`src/rtl/sd_card_cmd_responder_pkg.sv`:
```
// Shared types and frame constants for the SD card-side CMD line responder.
package SdCardPkg;

    typedef enum logic [2:0] {
        ST_IDLE,
        ST_RECV_CMD,
        ST_WAIT_RSP,
        ST_NCR,
        ST_SEND_RSP
    } state_t;

    // CRC7 generator x^7 + x^3 + 1 (feedback taps below the x^7 term)
    localparam logic [6:0] CRC7_POLY = 7'h09;

    localparam int unsigned FRAME_BITS    = 48;
    localparam int unsigned CRC_SPAN_BITS = 40;
    localparam int unsigned CRC_BITS      = 7;

    // Bit positions within a 48-bit frame (bit 47 = start bit)
    localparam int unsigned TX_BIT_POS  = 46;
    localparam int unsigned IDX_LSB     = 40;
    localparam int unsigned ARG_LSB     = 8;
    localparam int unsigned CRC_LSB     = 1;
    localparam int unsigned END_BIT_POS = 0;

    // CRC field sent for R3-style responses
    localparam logic [6:0] CRC_NONE = 7'h7F;

    function automatic logic [6:0] crc7_step(input logic [6:0] crc, input logic din);
        logic fb;
        fb = din ^ crc[6];
        return {crc[5:0], 1'b0} ^ (fb ? CRC7_POLY : 7'h00);
    endfunction

endpackage

```
`src/rtl/sd_card_cmd_responder_crc7.sv`:
```
// Serial CRC7 accumulator; Clear together with Enable restarts from zero
// and absorbs DataIn in the same cycle.
module sd_crc7
    import SdCardPkg::*;
(
    input  logic       Clk,
    input  logic       Clear,
    input  logic       Enable,
    input  logic       DataIn,
    output logic [6:0] Crc
);

    logic [6:0] crc_q;
    logic [6:0] base;

    assign base = Clear ? '0 : crc_q;
    assign Crc  = crc_q;

    // Accumulate one bit per enabled cycle, or clear
    always_ff @(posedge Clk) begin
        if (Enable) begin
            crc_q <= crc7_step(base, DataIn);
        end else if (Clear) begin
            crc_q <= '0;
        end
    end

endmodule

```
`src/rtl/sd_card_cmd_responder.sv`:
```
// Card-side SD CMD line endpoint: receives 48-bit host commands, checks
// framing and CRC7, hands index/argument to the card model and serialises
// the 48-bit response after the Ncr gap.
module sd_card_cmd_responder
    import SdCardPkg::*;
#(
    parameter int unsigned NCR_CYCLES  = 2,
    parameter int unsigned RSP_TIMEOUT = 64
) (
    input  logic        Clk,
    input  logic        ResetSync,
    input  logic        CmdIn,
    output logic        CmdOut,
    output logic        CmdOutEn,
    output logic        CmdValid,
    output logic [5:0]  CmdIndex,
    output logic [31:0] CmdArg,
    output logic        CrcError,
    output logic        FrameError,
    input  logic        RspValid,
    output logic        RspReady,
    input  logic [5:0]  RspIndex,
    input  logic [31:0] RspArg,
    input  logic        RspNoCrc,
    output logic        RspDone
);

    localparam logic [6:0] LAST_BIT  = 7'(FRAME_BITS - 1);
    localparam logic [6:0] CRC_END   = 7'(CRC_SPAN_BITS);
    localparam logic [6:0] FRAME_END = 7'(FRAME_BITS);
    localparam logic [6:0] NCR_CNT   = 7'(NCR_CYCLES);
    localparam logic [6:0] TMO_CNT   = 7'(RSP_TIMEOUT);

    state_t      state_q, state_n;
    logic [6:0]  cnt_q, cnt_n;
    logic [47:0] shreg_q, shreg_n;
    logic        cmd_out_q, cmd_out_n;
    logic        cmd_out_en_q, cmd_out_en_n;
    logic        cmd_valid_q, cmd_valid_n;
    logic        crc_err_q, crc_err_n;
    logic        frm_err_q, frm_err_n;
    logic        rsp_done_q, rsp_done_n;
    logic        rsp_ready_q, rsp_ready_n;
    logic [5:0]  idx_q, idx_n;
    logic [31:0] arg_q, arg_n;
    logic        no_crc_q, no_crc_n;

    logic        crc_clear, crc_en, crc_din;
    logic [6:0]  crc;
    logic [47:0] rx_frame;
    logic [7:0]  tail;

    sd_crc7 u_crc7 (
        .Clk    (Clk),
        .Clear  (crc_clear | ResetSync),
        .Enable (crc_en & ~ResetSync),
        .DataIn (crc_din),
        .Crc    (crc)
    );

    assign CmdOut     = cmd_out_q;
    assign CmdOutEn   = cmd_out_en_q;
    assign CmdValid   = cmd_valid_q;
    assign CmdIndex   = idx_q;
    assign CmdArg     = arg_q;
    assign CrcError   = crc_err_q;
    assign FrameError = frm_err_q;
    assign RspReady   = rsp_ready_q;
    assign RspDone    = rsp_done_q;

    // Next-state, shift register, counter and output decode
    always_comb begin
        state_n      = state_q;
        cnt_n        = cnt_q;
        shreg_n      = shreg_q;
        cmd_out_n    = cmd_out_q;
        cmd_out_en_n = cmd_out_en_q;
        cmd_valid_n  = 1'b0;
        crc_err_n    = 1'b0;
        frm_err_n    = 1'b0;
        rsp_done_n   = 1'b0;
        rsp_ready_n  = 1'b0;
        idx_n        = idx_q;
        arg_n        = arg_q;
        no_crc_n     = no_crc_q;
        crc_clear    = 1'b0;
        crc_en       = 1'b0;
        crc_din      = 1'b0;
        rx_frame     = {shreg_q[46:0], CmdIn};
        tail         = {(no_crc_q ? CRC_NONE : crc), 1'b1};

        unique case (state_q)
            ST_IDLE: begin
                if (!CmdIn) begin
                    crc_clear = 1'b1;
                    crc_en    = 1'b1;
                    crc_din   = CmdIn;
                    shreg_n   = {shreg_q[46:0], CmdIn};
                    cnt_n     = 7'd1;
                    state_n   = ST_RECV_CMD;
                end
            end

            ST_RECV_CMD: begin
                shreg_n = {shreg_q[46:0], CmdIn};
                if (cnt_q < CRC_END) begin
                    crc_en  = 1'b1;
                    crc_din = CmdIn;
                end
                if (cnt_q == LAST_BIT) begin
                    if (!rx_frame[TX_BIT_POS] || !rx_frame[END_BIT_POS]) begin
                        frm_err_n = 1'b1;
                        cnt_n     = '0;
                        state_n   = ST_IDLE;
                    end else if (rx_frame[CRC_LSB +: CRC_BITS] != crc) begin
                        crc_err_n = 1'b1;
                        cnt_n     = '0;
                        state_n   = ST_IDLE;
                    end else begin
                        idx_n       = rx_frame[IDX_LSB +: 6];
                        arg_n       = rx_frame[ARG_LSB +: 32];
                        cmd_valid_n = 1'b1;
                        rsp_ready_n = 1'b1;
                        cnt_n       = 7'd1;
                        state_n     = ST_WAIT_RSP;
                    end
                end else begin
                    cnt_n = cnt_q + 7'd1;
                end
            end

            // The counter keeps counting released cycles since the end bit
            // through WaitRsp and Ncr, so the Ncr gap includes the wait time.
            ST_WAIT_RSP: begin
                if (RspValid) begin
                    shreg_n  = {2'b00, RspIndex, RspArg, CRC_NONE, 1'b1};
                    no_crc_n = RspNoCrc;
                    cnt_n    = cnt_q + 7'd1;
                    state_n  = ST_NCR;
                end else if (cnt_q >= TMO_CNT) begin
                    cnt_n   = '0;
                    state_n = ST_IDLE;
                end else begin
                    rsp_ready_n = 1'b1;
                    cnt_n       = cnt_q + 7'd1;
                end
            end

            ST_NCR: begin
                if (cnt_q >= NCR_CNT) begin
                    cmd_out_n    = shreg_q[47];
                    cmd_out_en_n = 1'b1;
                    crc_clear    = 1'b1;
                    crc_en       = 1'b1;
                    crc_din      = shreg_q[47];
                    shreg_n      = {shreg_q[46:0], 1'b0};
                    cnt_n        = 7'd1;
                    state_n      = ST_SEND_RSP;
                end else begin
                    cnt_n = cnt_q + 7'd1;
                end
            end

            ST_SEND_RSP: begin
                if (cnt_q == FRAME_END) begin
                    cmd_out_n    = 1'b1;
                    cmd_out_en_n = 1'b0;
                    rsp_done_n   = 1'b1;
                    cnt_n        = '0;
                    state_n      = ST_IDLE;
                end else if (cnt_q == CRC_END) begin
                    cmd_out_n = tail[7];
                    shreg_n   = {tail[6:0], 41'd0};
                    cnt_n     = cnt_q + 7'd1;
                end else begin
                    cmd_out_n = shreg_q[47];
                    shreg_n   = {shreg_q[46:0], 1'b0};
                    if (cnt_q < CRC_END) begin
                        crc_en  = 1'b1;
                        crc_din = shreg_q[47];
                    end
                    cnt_n = cnt_q + 7'd1;
                end
            end

            default: begin
                cnt_n   = '0;
                state_n = ST_IDLE;
            end
        endcase
    end

    // State and registered outputs with synchronous reset
    always_ff @(posedge Clk) begin
        if (ResetSync) begin
            state_q      <= ST_IDLE;
            cnt_q        <= '0;
            shreg_q      <= '0;
            cmd_out_q    <= 1'b1;
            cmd_out_en_q <= 1'b0;
            cmd_valid_q  <= 1'b0;
            crc_err_q    <= 1'b0;
            frm_err_q    <= 1'b0;
            rsp_done_q   <= 1'b0;
            rsp_ready_q  <= 1'b0;
            idx_q        <= '0;
            arg_q        <= '0;
            no_crc_q     <= 1'b0;
        end else begin
            state_q      <= state_n;
            cnt_q        <= cnt_n;
            shreg_q      <= shreg_n;
            cmd_out_q    <= cmd_out_n;
            cmd_out_en_q <= cmd_out_en_n;
            cmd_valid_q  <= cmd_valid_n;
            crc_err_q    <= crc_err_n;
            frm_err_q    <= frm_err_n;
            rsp_done_q   <= rsp_done_n;
            rsp_ready_q  <= rsp_ready_n;
            idx_q        <= idx_n;
            arg_q        <= arg_n;
            no_crc_q     <= no_crc_n;
        end
    end

endmodule

```
`config.mk`:
```
export PLATFORM = sky130hd
export DESIGN_NAME = sd_card_cmd_responder
export DESIGN_NICKNAME = d
export VERILOG_FILES = /design/src/rtl/sd_card_cmd_responder_pkg.sv /design/src/rtl/sd_card_cmd_responder_crc7.sv /design/src/rtl/sd_card_cmd_responder.sv
export SDC_FILE = /design/constraint.sdc
export NUM_CORES = 1
export LEC_CHECK = 0
export CAP_MARGIN = 15
export CELL_PAD_IN_SITES_DETAIL_PLACEMENT = 0
export CELL_PAD_IN_SITES_GLOBAL_PLACEMENT = 1
export CORE_ASPECT_RATIO = 1.25
export CORE_UTILIZATION = 35
export DETAILED_ROUTE_END_ITERATION = 10
export PLACE_DENSITY_LB_ADDON = 0.2
export SYNTH_ARGS = -nofsm -noshare
export SYNTH_HDL_FRONTEND = slang
export SYNTH_HIERARCHICAL = 1
export SYNTH_SLANG_ARGS = --single-unit
```
`constraint.sdc`:
```
create_clock -name Clk -period 2.2 [get_ports Clk]
set_input_delay 0.22 -clock Clk [delete_from_list [all_inputs] [get_ports Clk]]
set_output_delay 0.22 -clock Clk [all_outputs]
set_load 0.02 [all_outputs]
```
## Word-level counts from Yosys, hierarchy flattened

Cells that the tools add are included.
Widths: inputs -> output; s select.

- Equal/unequal tests: 15
- Reduce and logical (&&, ||, !) cells: 16
- Div/mod/pow operators: 0
- Multiplexer cells: 57
- Add/subtract/negate cells: 1
- Multiply operators: 0
- Bitwise gates (word level): 10
- Shift operators: 0
- Magnitude comparators: 3

Operator list:

| cell | count |
|---|---|
| $mux 48 | 5 |
| $pmux 48 s5 | 1 |
| $mux 7 | 9 |
| $pmux 7 s5 | 1 |
| $mux 1 | 25 |
| $eq 7x6->1 const B | 3 |
| $mux 3 | 6 |
| $pmux 3 s5 | 1 |
| $ne 2x2->1 const B | 6 |
| $reduce_and 5->1 | 2 |
| $pmux 1 s2 | 4 |
| $add 7x1->7 const B | 1 |
| $ge 7x2->1 const B | 1 |
| $ge 7x7->1 const B | 1 |
| $lt 7x6->1 const B | 1 |
| $ne 7x7->1 | 1 |
| $xor 7x7->7 | 1 |
| $eq 3x2->1 const B | 2 |
| $not 1->1 | 6 |
| $reduce_bool 5->1 | 1 |
| $mux 2 | 2 |
| $mux 4 | 1 |
| $pmux 1 s4 | 1 |
| $reduce_and 2->1 | 2 |
| other kinds (16) | 18 |

- Bits in writable memories: 0
- Flip-flop bits (word level): 111
- Logic and storage cells: 116
- Input bits: 43
- Memories: 0
- Latch bits: 0
- Memory bits (read-only): 0

## Logic depth before layout (Yosys ltp)

- Depth in word-level cells: 9
- Depth in mapped cells: 12
- Mapped depth without buffers: 10

## Hierarchy

The synthesis kept the hierarchy.

By module, submodules not included:

| module | seq. area each (sq um) | instances | cells an instance | area each (sq um) |
|---|---|---|---|---|
| sd_card_cmd_responder | 2,082.0 | 1 | 537 | 5,180.0 |
| sd_crc7 | 140.1 | 1 | 31 | 296.5 |

## Worst setup path after synthesis

OpenSTA, ideal clock, no wires.

- Kind: register to register
- Start point: register cnt_q[0]
- End point: register shreg_q[46]
- Path buffers: 2
- Cell stages (with the launch flop): 10
- Library setup time: 0.091 ns
- Path slack: 0.131 ns
- Arrival: 1.978 ns
- Cell sequence: dfxtp_1 -> inv_1 -> ha_1 -> and2_1 -> buf_2 -> a211oi_1 -> a2111o_1 -> buf_2 -> nor2_1 -> a311oi_1

- Longest elaborated chain between the ends: 4
- Elaborated cells between the ends (all ways): 9
- Those cells by class: 1 x order compare; 4 x eq/ne; 3 x mux; 1 x reduce/logical

Ends and longest elaborated chain:

| item | RTL line | text |
|---|---|---|
| start: declaration | sd_card_cmd_responder.sv:35 | `logic [6:0] cnt_q, cnt_n;` |
| start signal: assignment | sd_card_cmd_responder.sv:211 | `cnt_q <= cnt_n;` |
| branches (longest 4 deep; another with $ge 7x2->1) | - |  |
| end signal: assignment | sd_card_cmd_responder.sv:212 | `shreg_q <= shreg_n;` |
| end: declaration | sd_card_cmd_responder.sv:36 | `logic [47:0] shreg_q, shreg_n;` |

Parallel ways; which one is timed is not known. The select of a mux whose other input is x is not followed.
A chain may end at the register's enable or synchronous reset.

## Final worst setup path

- Start point: register cnt_q[2]
- End point: register shreg_q[24]

The elaborated chain is that of the path after synthesis.

==> results_dict.tcl <==
set metrics [dict create \
    outcome "completed" \
    diodes 0 \
    grt_pass1_wl_um 24200 \
    cts_root_buf "clkbuf_16" \
    rsz0062_at_grt "true" \
    synthAdderAreaFrac_pct 0.457 \
    die_w_um 114 \
    cts_tree "yes" \
    vias 4664 \
    min_from "ResetSync" \
    r2r_slack_ns 0.02 \
    drt_iter0_markers 178 \
    finalCriticalPeriod_ns 2.18 \
    crit_fanout 8 \
    final_cells 895 \
    async_reset_ff_share_pct 0 \
    r2r_cells 8 \
    clock_power_share_pct 26.1 \
    core_area_um2 15100 \
    synth_top_family_by_area "simple AND/OR/NAND/NOR gates" \
    grt_pass1_vias 4700 \
    avgSynthCellArea_um2 9.64 \
    switchingPower_mw 2.24 \
    dp_hpwl_um 10000 \
    required_ns 2.49 \
    synthMuxAreaShare_pct 7.86 \
    synth_nets 613 \
    startpoint_type "register" \
    multiInputGateArea_um2 3040 \
    die_h_um 142 \
    syn_area_um2 5480 \
    synth_compound_area_share_pct 20.7 \
    hold_path.class "input pin to register" \
    power_density_nw_per_um2 879 \
    clock_latency_ns 0.36 \
    nets 727 \
    p_int_mw 4.27 \
    die-area_um2 16200 \
    dpl.cell_count 868 \
    drtAntennaViolNets 0 \
    holdPathStages 2 \
    hold_slack_ns 0.194 \
    grt_remaining_overflow 0 \
    crit_type "register to register" \
    synth-simple-area-share_pct 23.7 \
    p_seq_share_pct 39.8 \
    rows 50 \
    slew_violations 0 \
    ctsHoldBuffers 0 \
    grt_max_degree 47 \
    synth_cell_types 62 \
    setup_violations 0 \
    port_buffers 87 \
    cts_buffers 9 \
    vias_per_cell 5.21 \
    synth_top_flop_cell "dfxtp_1" \
    finalCritPeriodShare_pct 98.9 \
    wirelength_um 15200 \
    cts.sink_count 111 \
    seq_area_frac_synth_pct 40.6 \
    synth_enable_flop_cells 0 \
    seqCellArea_um2 2230 \
    place_congestion 0.867 \
    antenna_found_initial 0 \
    finalPower_mw 6.52 \
    syn2layout_area_growth_pct 35.4 \
    ios 88 \
    remaining_drc_errors 0 \
    synth_xor_area_share_pct 1.28 \
    yosys_warnings 6 \
    synthCells 568 \
    vdd_drop_max_v 0.000687 \
    clk_pin_slew_ns 0.07 \
    critPathArrivalTime_ns 2.46 \
    r2r-end "shreg_q[24]$_SDFFE_PP0P_" \
    worst_pin_slew_ns 0.470 \
    wl_per_cell_um 17.0 \
    hold_viol 0 \
    drv_cap 0 \
    rr_startpoint "cnt_q[2]$_SDFFE_PP0P_" \
    clk_path_buf_depth 2 \
    grtUsageTotal_pct 19.1 \
    fin_skew_ns 0.00913 \
    crit_path_end_kind "register" \
    pwr-share-comb_pct 34.1 \
    initial_core_util_pct 36.2 \
    hold_end "shreg_q[47]$_SDFFE_PP0P_" \
    dr.pass1.iters 5 \
    relSlewSlack_pct 68.2 \
    swShare_pct 34.4 \
    leakage_nw 2.64 \
    htreeDepth 3 \
    ys_ff_latch 111 \
    crit_path_start "cnt_q[2]$_SDFFE_PP0P_" \
    drive_gt1_share_pct 28.1 \
    nFillCells 1434 \
    tns_ns 0 \
    max_freq_mhz 460 \
]
-- placed cells by master (no fill, tap or decap), drive strengths merged, types with 3 or more instances in the layout --
master,Yosys,routed
a21oi,23,23
buf,28,65
nand2b,3,3
mux2i,43,43
a211oi,11,11
inv,7,10
nor4,7,7
dfxtp,111,111
o22ai,4,4
clkdlybuf4s50,0,86
xnor2,7,7
nor2,105,105
a21o,5,5
nand4,3,3
a221oi,34,34
nor3b,5,5
nor4b,3,3
nand2,21,21
clkbuf,23,12
a31oi,4,4
o21ai,11,11
nand3,6,6
a2111oi,7,7
nor2b,9,9
and2,5,5
nor3,53,53
a22oi,4,4
-- per-stage QoR --
| step | setup WS, ns | instance area, um^2 | util, % |
|---|---|---|---|
| after floorplan | 0.131 | 5480 | - |
| after global placement | -0.104 | 6870 | 45.4 |
| after detailed placement | -0.153 | 6870 | 45.4 |
| after CTS | -0.00832 | 7250 | 47.9 |
| after global routing | -0.0591 | 7410 | 49.0 |
| final | 0.0243 | 7410 | 49.0 |
-- cell usage after synthesis, types with 2 or more instances --
| library cell | instances | share of area [%] |
|---|---|---|
| nor4b_2 | 2 | 0.55 |
| o21ai_1 | 2 | 0.18 |
| inv_1 | 7 | 0.48 |
| nor3_2 | 39 | 7.1 |
| or2_2 | 2 | 0.23 |
| nor2_1 | 105 | 7.2 |
| o21ai_0 | 8 | 0.73 |
| nand3_1 | 6 | 0.55 |
| buf_6 | 5 | 1.0 |
| a22oi_1 | 4 | 0.55 |
| mux2i_1 | 43 | 7.9 |
| and2_1 | 5 | 0.57 |
| nand4_1 | 3 | 0.34 |
| a21o_1 | 4 | 0.55 |
| a211oi_1 | 6 | 0.82 |
| nor2b_1 | 9 | 1.0 |
| and3_1 | 2 | 0.23 |
| a221oi_2 | 33 | 9.0 |
| a31oi_1 | 4 | 0.46 |
| nor4_1 | 5 | 0.57 |
| clkbuf_1 | 22 | 1.5 |
| ha_1 | 2 | 0.46 |
| buf_4 | 6 | 0.82 |
| a311oi_1 | 2 | 0.32 |
| nand2_1 | 20 | 1.4 |
| buf_2 | 16 | 1.5 |
| a21oi_1 | 23 | 2.1 |
| o21bai_1 | 2 | 0.27 |
| o31ai_1 | 2 | 0.27 |
| nor3b_1 | 4 | 0.55 |
| a311o_1 | 2 | 0.37 |
| a211oi_2 | 5 | 1.1 |
| o22ai_1 | 4 | 0.46 |
| nor3_1 | 14 | 1.3 |
| dfxtp_1 | 111 | 41 |
| a2111oi_0 | 5 | 0.80 |
| nand2b_1 | 3 | 0.34 |
| xnor2_1 | 7 | 1.1 |
-- flip-flops by register name, indices dropped and copies added (netlist names) --
signal and count:
CmdArg 32, CmdIndex 6, CmdOut 1, CmdOutEn 1, CmdValid 1, CrcError 1, FrameError 1, RspDone 1
RspReady 1, cnt_q 7, no_crc_q 1, shreg_q 48, state_q 3, u_crc7/Crc 7
-- cells by family after synthesis --
logic type / after synthesis
simple gates: 227
compound gates: 119
flops: 111
buf+inv: 58
mux: 43
xor+xnor: 8
fa+ha+maj: 2
-- what timing repair did --
item | CTS | global route
buffers inserted | 1 | 6
endpoints found under the setup margin | 48 | 89
gates resized for setup | 7 | 17
pin swaps | 2 | 9
cloned | 1 | 3
-- layout make-up --
type / instances / area share, %
Multi-Input combinational cell: 399 / 41.0
Sequential cell: 111 / 30.0
Timing Repair Buffer: 154 / 21.0
Tap cell: 208 / 3.51
Clock buffer: 9 / 3.04
Clock inverter: 7 / 1.08
Inverter: 7 / 0.354
-- power by group through the flow --
| stage | logic (mW) | clock network, mW | registers, mW |
|---|---|---|---|
| after global routing | 2.44 | 1.84 | 2.63 |
| after global placement | 2.05 | 0 | 2.63 |
| after detailed placement | 2.09 | 0 | 2.63 |
| after floorplan | 1.52 | 0 | 2.56 |
| after CTS | 2.10 | 1.75 | 2.59 |
| final | 2.22 | 1.70 | 2.59 |
-- worst max-delay path: stages (launching register included) --
cell and delay [ns]:
dfxtp_2 0.35, buf_12 0.14, nor4_4 0.34, nand2_2 0.16, a2111oi_4 0.53, buf_6 0.22, clkbuf_16 0.16, a221oi_2 0.04
nor3_2 0.16
-- worst max path at each step --
stage,endpoint
floorplan,shreg_q[46]$_SDFFE_PP0P_
global placement,shreg_q[43]$_SDFFE_PP0P_
detailed placement,CmdArg[19]$_SDFFE_PP0P_
CTS,shreg_q[43]$_SDFFE_PP0P_
global route,shreg_q[5]$_SDFFE_PP0P_
finish,shreg_q[24]$_SDFFE_PP0P_
-- per-layer routing --
metal / routed length (um) / track usage, %
met5: 0 / 0
met4: 501 / 10.5
met3: 421 / 2.86
met2: 7420 / 31.8
met1: 6880 / 23.6
No activity file was read; power rests on OpenSTA's default activity.
